===== src/rtl/ika2151_pkg.sv =====
// Shared slot constants, request record, FSM state and register-to-slot mapping for the write path.
package ika2151_pkg;
    localparam int         SLOT_W         = 5;
    localparam logic [7:0] REG_GLOBAL_MAX = 8'h20;
    localparam logic [7:0] REG_CH_MAX     = 8'h40;

    typedef enum logic [1:0] {IDLE, WAIT_SLOT, COMMIT} wr_state_t;

    typedef struct packed {
        logic [7:0] addr;
        logic [7:0] data;
    } wr_req_t;

    function automatic logic is_global(input logic [7:0] addr);
        return addr < REG_GLOBAL_MAX;
    endfunction

    // Channel registers 0x20-0x3F own slots 0-7; operator registers own slot addr[4:0].
    function automatic logic [SLOT_W-1:0] target_slot(input logic [7:0] addr);
        logic [1:0] hi;
        hi = (addr >= REG_CH_MAX) ? addr[4:3] : 2'b00;
        return {hi, addr[2:0]};
    endfunction
endpackage


===== src/rtl/ika2151_wrfifo.sv =====
// Synchronous {addr,data} FIFO with a combinational head; zero-cycle read, one-cycle write.
// No overflow/underflow guard: the owner pushes only when not full (or popping) and pops only when not empty.
module ika2151_wrfifo #(
    parameter int DEPTH = 4,
    parameter int W     = 16
) (
    input  logic         clk,
    input  logic         rst,
    input  logic         push,
    input  logic [W-1:0] push_dat,
    input  logic         pop,
    output logic [W-1:0] pop_dat,
    output logic         empty,
    output logic         full
);
    localparam int AW = $clog2(DEPTH);

    logic [W-1:0]  mem [DEPTH];
    logic [AW-1:0] wr_ptr;
    logic [AW-1:0] rd_ptr;
    logic [AW:0]   count;

    always_ff @(posedge clk) begin
        if (push) mem[wr_ptr] <= push_dat;
    end

    always_ff @(posedge clk or posedge rst) begin
        if (rst) begin
            wr_ptr <= '0;
            rd_ptr <= '0;
            count  <= '0;
        end else begin
            if (push) wr_ptr <= wr_ptr + 1'b1;
            if (pop)  rd_ptr <= rd_ptr + 1'b1;
            case ({push, pop})
                2'b10:   count <= count + 1'b1;
                2'b01:   count <= count - 1'b1;
                default: count <= count;
            endcase
        end
    end

    assign pop_dat = mem[rd_ptr];
    assign empty   = (count == '0);
    assign full    = (count == (AW+1)'(DEPTH));
endmodule


===== src/rtl/ika2151_write_scheduler.sv =====
// Schedules CPU register writes onto their owning phi1 slot (globals next phi1); commit within 32 phi1 cycles.
// Data writes while busy are dropped with o_DROP; IKA2151_WRFIFO_EN queues them instead, dropping only when full.
module ika2151_write_scheduler
    import ika2151_pkg::*;
#(
    parameter int BUSY_CYCLES = 64
`ifdef IKA2151_WRFIFO_EN
    ,
    parameter int FIFO_DEPTH  = 4
`endif
) (
    input  logic       i_EMUCLK,
    input  logic       i_RST,
    input  logic       i_phi1_NCEN_n,
    input  logic       i_CYCLE_31,
    input  logic       i_CS_n,
    input  logic       i_WR_n,
    input  logic       i_A0,
    input  logic [7:0] i_D,
    output logic       o_BUSY,
    output logic       o_REG_WR,
    output logic [7:0] o_REG_ADDR,
    output logic [7:0] o_REG_DATA,
    output logic       o_DROP
);
    localparam int BUSY_W = $clog2(BUSY_CYCLES + 1);

    logic              rst;
    logic [1:0]        rst_sync;
    logic              ce;
    logic              strobe;
    logic              strobe_q;
    logic              capture;
    logic              addr_wr;
    logic              data_wr;
    logic              accept;
    logic              take;
    logic              pend;
    logic              busy;
    logic              hit;
    logic              drop;
    logic [7:0]        addr_latch;
    logic [SLOT_W-1:0] slot_cnt;
    logic [SLOT_W-1:0] slot_nxt;
    logic [BUSY_W-1:0] busy_cnt;
    wr_state_t         state;
    wr_state_t         state_nxt;
    wr_req_t           new_req;
    wr_req_t           cur_req;
    wr_req_t           sel_req;

    // Reset asserts at once and releases two EMUCLK edges later.
    always_ff @(posedge i_EMUCLK or posedge i_RST) begin
        if (i_RST) rst_sync <= 2'b11;
        else       rst_sync <= {rst_sync[0], 1'b0};
    end
    assign rst = rst_sync[1];

    assign ce       = ~i_phi1_NCEN_n;
    assign strobe   = i_CS_n | i_WR_n;
    assign capture  = strobe & ~strobe_q;
    assign addr_wr  = capture & ~i_A0;
    assign data_wr  = capture & i_A0;
    assign new_req  = {addr_latch, i_D};
    assign slot_nxt = i_CYCLE_31 ? '0 : slot_cnt + 1'b1;
    assign take     = ce & (state == IDLE) & pend;
    // Match against the slot that starts on this enable, so COMMIT spans the owning slot.
    assign hit      = is_global(sel_req.addr) || (slot_nxt == target_slot(sel_req.addr));

    always_ff @(posedge i_EMUCLK or posedge rst) begin
        if (rst) begin
            strobe_q   <= 1'b1;
            addr_latch <= '0;
            slot_cnt   <= '0;
            busy_cnt   <= '0;
            state      <= IDLE;
            drop       <= 1'b0;
        end else begin
            strobe_q <= strobe;
            drop     <= data_wr & ~accept;
            state    <= state_nxt;
            if (addr_wr) addr_latch <= i_D;
            if (ce)      slot_cnt   <= slot_nxt;
            if (accept)
                busy_cnt <= BUSY_W'(BUSY_CYCLES);
            else if (ce && busy_cnt != '0)
                busy_cnt <= busy_cnt - 1'b1;
        end
    end

`ifdef IKA2151_WRFIFO_EN
    logic    fifo_empty;
    logic    fifo_full;
    wr_req_t fifo_head;

    assign pend    = ~fifo_empty;
    assign accept  = data_wr & (~fifo_full | take);
    assign busy    = fifo_full | (busy_cnt != '0);
    assign sel_req = (state == IDLE) ? fifo_head : cur_req;

    ika2151_wrfifo #(
        .DEPTH (FIFO_DEPTH),
        .W     ($bits(wr_req_t))
    ) u_wrfifo (
        .clk      (i_EMUCLK),
        .rst      (rst),
        .push     (accept),
        .push_dat (new_req),
        .pop      (take),
        .pop_dat  (fifo_head),
        .empty    (fifo_empty),
        .full     (fifo_full)
    );

    always_ff @(posedge i_EMUCLK or posedge rst) begin
        if (rst)       cur_req <= '0;
        else if (take) cur_req <= fifo_head;
    end
`else
    logic req_vld;

    assign pend    = req_vld;
    assign accept  = data_wr & ~busy;
    assign busy    = (busy_cnt != '0) | (state != IDLE) | req_vld;
    assign sel_req = cur_req;

    // cur_req keeps its own address copy, so later address-port writes cannot disturb it.
    always_ff @(posedge i_EMUCLK or posedge rst) begin
        if (rst) begin
            req_vld <= 1'b0;
            cur_req <= '0;
        end else if (accept) begin
            req_vld <= 1'b1;
            cur_req <= new_req;
        end else if (take) begin
            req_vld <= 1'b0;
        end
    end
`endif

    always_comb begin
        state_nxt = state;
        case (state)
            IDLE:      if (ce && pend) state_nxt = hit ? COMMIT : WAIT_SLOT;
            WAIT_SLOT: if (ce && hit)  state_nxt = COMMIT;
            COMMIT:    if (ce)         state_nxt = IDLE;
            default:   state_nxt = IDLE;
        endcase
    end

    assign o_BUSY     = busy;
    assign o_REG_WR   = (state == COMMIT);
    assign o_REG_ADDR = cur_req.addr;
    assign o_REG_DATA = cur_req.data;
    assign o_DROP     = drop;
endmodule


===== config.mk =====
export PLATFORM = sky130hd
export DESIGN_NAME = ika2151_write_scheduler
export DESIGN_NICKNAME = d
export VERILOG_FILES = /design/src/rtl/ika2151_pkg.sv /design/src/rtl/ika2151_wrfifo.sv /design/src/rtl/ika2151_write_scheduler.sv
export SDC_FILE = /design/constraint.sdc
export NUM_CORES = 1
export LEC_CHECK = 0
export BUFFER_PORTS_ARGS = -buffer_cell sky130_fd_sc_hd__buf_4
export CAP_MARGIN = 20
export CELL_PAD_IN_SITES_DETAIL_PLACEMENT = 2
export CELL_PAD_IN_SITES_GLOBAL_PLACEMENT = 2
export CORE_MARGIN = 2
export CORE_UTILIZATION = 34
export CTS_BUF_LIST = sky130_fd_sc_hd__clkbuf_4 sky130_fd_sc_hd__clkbuf_8
export DETAILED_ROUTE_END_ITERATION = 8
export PLACE_DENSITY_LB_ADDON = 0.08
export RECOVER_POWER = 50
export SETUP_SLACK_MARGIN = 0.05
export SLEW_MARGIN = 20
export SYNTH_ARGS = -nofsm -noshare
export SYNTH_HDL_FRONTEND = slang
export SYNTH_HIERARCHICAL = 1
export SYNTH_SLANG_ARGS = --single-unit

===== constraint.sdc =====
create_clock -name i_EMUCLK -period 2 [get_ports i_EMUCLK]
set_clock_uncertainty 0.05 [all_clocks]
set_input_delay 0.3 -clock i_EMUCLK [delete_from_list [all_inputs] [get_ports i_EMUCLK]]
set_output_delay 0.3 -clock i_EMUCLK [all_outputs]
set_load 0.02 [all_outputs]

==> impl_metrics.py <==
metrics = {
    "sta": {
        "tmin_final_ns": 2.66,
        "timing.fmax_mhz": 376,
        "fraction_of_the_cycle_the_final_worst_path_needs": 1.33,
        "final-hold-violation-count": 0,
        "setup_viol": 28,
        "fin_worst_hold_slack_ns": 0.174,
        "worst_pin_slew_ns": 1.37,
        "rsz_0062_raised_after_global_routing": "true",
        "worst_slew_margin_rel": 0.0864,
        "maxSlewViolCount": 0,
        "setup_slack_ns": -0.660,
    },
    "power_and_ir_drop": {
        "combinationalPowerShare": 0.402,
        "ir_drop_v": 0.000486,
        "switching_power_mw": 1.14,
        "sw_frac_of_total": 0.341,
        "post-layout-total-power_mw": 3.36,
        "p_seq_frac": 0.389,
        "power_per_cell_area_nw_per_um2": 1180,
        "clock_power_share": 0.209,
        "power_report.internal_total_mw": 2.21,
        "leakage_power_summed_over_all_cells_nw": 1.38,
    },
    "critical_path": {
        "worstPathRequired_ns": 2.13,
        "critPathMostFrequentCell": "sky130_fd_sc_hd__or3_4",
        "timing.critical_path.from_type": "register",
        "critical-path-top-delay-family": "simple AND/OR/NAND/NOR gates",
        "crit_chain": "inv_1 > ha_2 > or3b_4 > or3_4 > or3_4 > buf_6 > nor2_8 > clkbuf_16 > mux2_4",
        "cp.arrival_ns": 2.79,
        "cp_max_fo": 5,
        "max_stage_delay_ns": 0.39,
        "worst-path-buf-inv": 3,
        "setup.worst_path.class": "reg -> reg",
        "worst_path_max_delay_cell": "sky130_fd_sc_hd__dfrtp_1",
        "timing.critical_path.to_type": "register",
    },
    "floorplan": {
        "die_h_um": 79.7,
        "ioPinCount": 34,
        "die_w_um": 79.7,
        "design.die.area_um2": 6350,
        "core.rowCount": 27,
        "core_area_um2": 5510,
        "initial_core_util": 0.354,
    },
    "worst_hold_path": {
        "hold_path.class": "in -> reg",
    },
    "drt": {
        "antenna_left": 0,
        "drtIter0Drc": 18,
        "number_of_iterations_in_the_first_detailed_routing_pass": 3,
        "wirelength_mm": 6.09,
        "per_cell_routed_wire_length_um": 19.9,
        "post-route-drc-count": 0,
        "viasPerCell": 4.91,
        "vias": 1501,
    },
    "run_status": {
        "violated_checks": "setup timing",
        "result_of_the_run": "finished with violations",
    },
    "clocking": {
        "clock_tree.root_cell": "sky130_fd_sc_hd__clkbuf_8",
        "clk_pin_slew_worst_paths_ns": 0.08,
        "cts_max_level": 2,
        "clk_latency_ns": 0.30,
        "numCtsBuffers": 5,
        "cts_tree": "yes",
        "cts_sinks": 43,
        "cts_buffer_depth": 2,
    },
    "place": {
        "port-buffer-count": 33,
        "place_hpwl_mm": 3.58,
        "numPlacedInstances": 279,
        "routabilityCongestion": 0.729,
        "placement.setup.worst_slack_ns": -0.575,
    },
    "finish": {
        "fill_cells": 538,
        "final_net_count": 250,
        "most-common-layout-cells": "sky130_fd_sc_hd__buf_4, sky130_fd_sc_hd__dfrtp_1, sky130_fd_sc_hd__mux2_4, sky130_fd_sc_hd__o21ai_0, sky130_fd_sc_hd__mux2_2",
        "fraction_of_layout_cells_with_a_size_suffix_above_1": 0.534,
        "multiInputGateArea_um2": 931,
        "syn_to_final_growth_pct": 46.1,
        "final-seq-area_um2": 1080,
        "mostFrequentLayoutCell": "sky130_fd_sc_hd__buf_4",
        "antenna_cells_inserted": 0,
        "layout.cells.non_filler": 306,
    },
    "synthesis": {
        "synth_top_area_share": 0.514,
        "netlist.top_cell.by_area": "sky130_fd_sc_hd__dfrtp_1",
        "synthesis.yosys.warnings": 6,
        "postSynthCellCount": 158,
        "ys_seq_elements": 43,
        "synth.net_count": 175,
        "synthesis.area_per_instance_um2": 12.3,
        "synth.area.top_cells": "sky130_fd_sc_hd__dfrtp_1, sky130_fd_sc_hd__mux2_2, sky130_fd_sc_hd__mux2_4, sky130_fd_sc_hd__dfstp_2, sky130_fd_sc_hd__o21ai_0",
        "synth_edf_count": 0,
        "netlist_area_um2": 1950,
        "dominantRegCellSynth": "sky130_fd_sc_hd__dfrtp_1",
        "asyncSetResetFlopFracSynth": 1.00,
        "synth_seq_area_share": 0.554,
        "synth.lib_cells_used.distinct": 33,
    },
    "flow_run": {
        "cap_violations": 0,
    },
    "grt": {
        "grt_overflow_total": 0,
        "groute.usage.overall": 0.191,
        "first_pass_grt_wire_length_mm": 8.83,
        "initial_antenna_violation_count": 0,
        "grt_max_degree": 27,
        "grt_pass1_vias": 1712,
    },
}
==> Yosys cell counts (all sizes together) (4+ instances only) <==
cell,instances
dfrtp,40
mux2,24
o21ai,11
nand2,10
nor2,10
inv,7
nor3,7
xnor2,6
a21oi,4
nor2b,4
==> registers in the layout (all words and copies together) (netlist names) <==
signal,count
addr_latch,8
slot_cnt,5
busy_cnt,7
o_DROP,1
state,2
pend,1
strobe_q,1
o_REG_DATA,8
rst_sync,2
o_REG_ADDR,8
==> cell type report <==
cell class / instances / area share
Inverter: 7 / 0.00923
Sequential cell: 43 / 0.380
Tap cell: 72 / 0.0316
Clock inverter: 2 / 0.0132
Multi-Input combinational cell: 104 / 0.327
Timing Repair Buffer: 72 / 0.212
Clock buffer: 6 / 0.0268
==> per-layer routing <==
layer / vias up / track usage / wire length [µm]
li1: 694 / - / -
met1: 778 / 0.229 / 2510
met2: 24 / 0.339 / 3370
met3: 5 / 0.0362 / 129
met4: 0 / 0.0707 / 76
met5: - / 0 / 0
==> worst min-delay path: cells and delay by family <==
kind,cells,cell delay (ns)
buf+inv,2,0.14
simple gates,1,0.05
==> metrics by stage <==
stage / instance area, µm² / TNS [ns] / util
floorplan: 1970 / -8.46 / -
global placement: 2440 / -8.96 / 0.443
detailed placement: 2440 / -10.97 / 0.443
CTS: 2760 / -12.67 / 0.501
global route: 2850 / -16.56 / 0.517
finish: 2850 / -14.24 / 0.517
==> path summary, 6_finish.rpt <==
kind | cells after the start | start | slack, ns | end
worst max-delay path | 9 | busy_cnt[1] | -0.66 | o_REG_DATA[5]
worst min-delay path | 3 | i_CS_n | 0.17 | strobe_q
worst max register to register | 9 | busy_cnt[1] | -0.66 | o_REG_DATA[5]
worst min register to register | 0 | rst_sync[0] | 0.31 | rst_sync[1]
max in group asynchronous | 2 | rst_sync[1] | 0.41 | busy_cnt[0]
min in group asynchronous | 2 | rst_sync[1] | 0.46 | busy_cnt[2]
==> power groups by stage <==
| stage | registers [mW] | logic, mW | clock network, mW |
|---|---|---|---|
| 4_1_cts | 1.29 | 1.23 | 0.710 |
| 6_report | 1.31 | 1.35 | 0.702 |
| 5_1_grt | 1.34 | 1.46 | 0.760 |
| 2_1_floorplan | 1.40 | 0.455 | 0 |
| 3_3_place_gp | 1.28 | 0.998 | 0 |
| 3_5_place_dp | 1.30 | 1.05 | 0 |
==> kinds of logic (layout without fill, tap and decap cells) <==
family | after synthesis | in the layout | share of synthesized area
AO/OA/AOI/OAI | 25 | 25 | 0.0790
XOR/XNOR | 9 | 9 | 0.0405
adder cells (fa/ha/maj) | 2 | 2 | 0.0128
buffers and inverters | 11 | 87 | 0.0334
flip-flops | 43 | 43 | 0.554
multiplexers | 25 | 25 | 0.159
other | 1 | 1 | 0.00192
AND/OR/NAND/NOR | 42 | 42 | 0.119
==> repair_timing <==
item | CTS | global route
endpoints found under the setup margin | 28 | 28
gates resized for setup | 28 | 8
endpoints found under the hold margin | 2 | 0
gates cloned | 1 | 0
hold buffers | 1 | 0
pin swaps | 5 | 5
buffers inserted | 9 | 8
No activity file was read; power rests on OpenSTA's default activity.
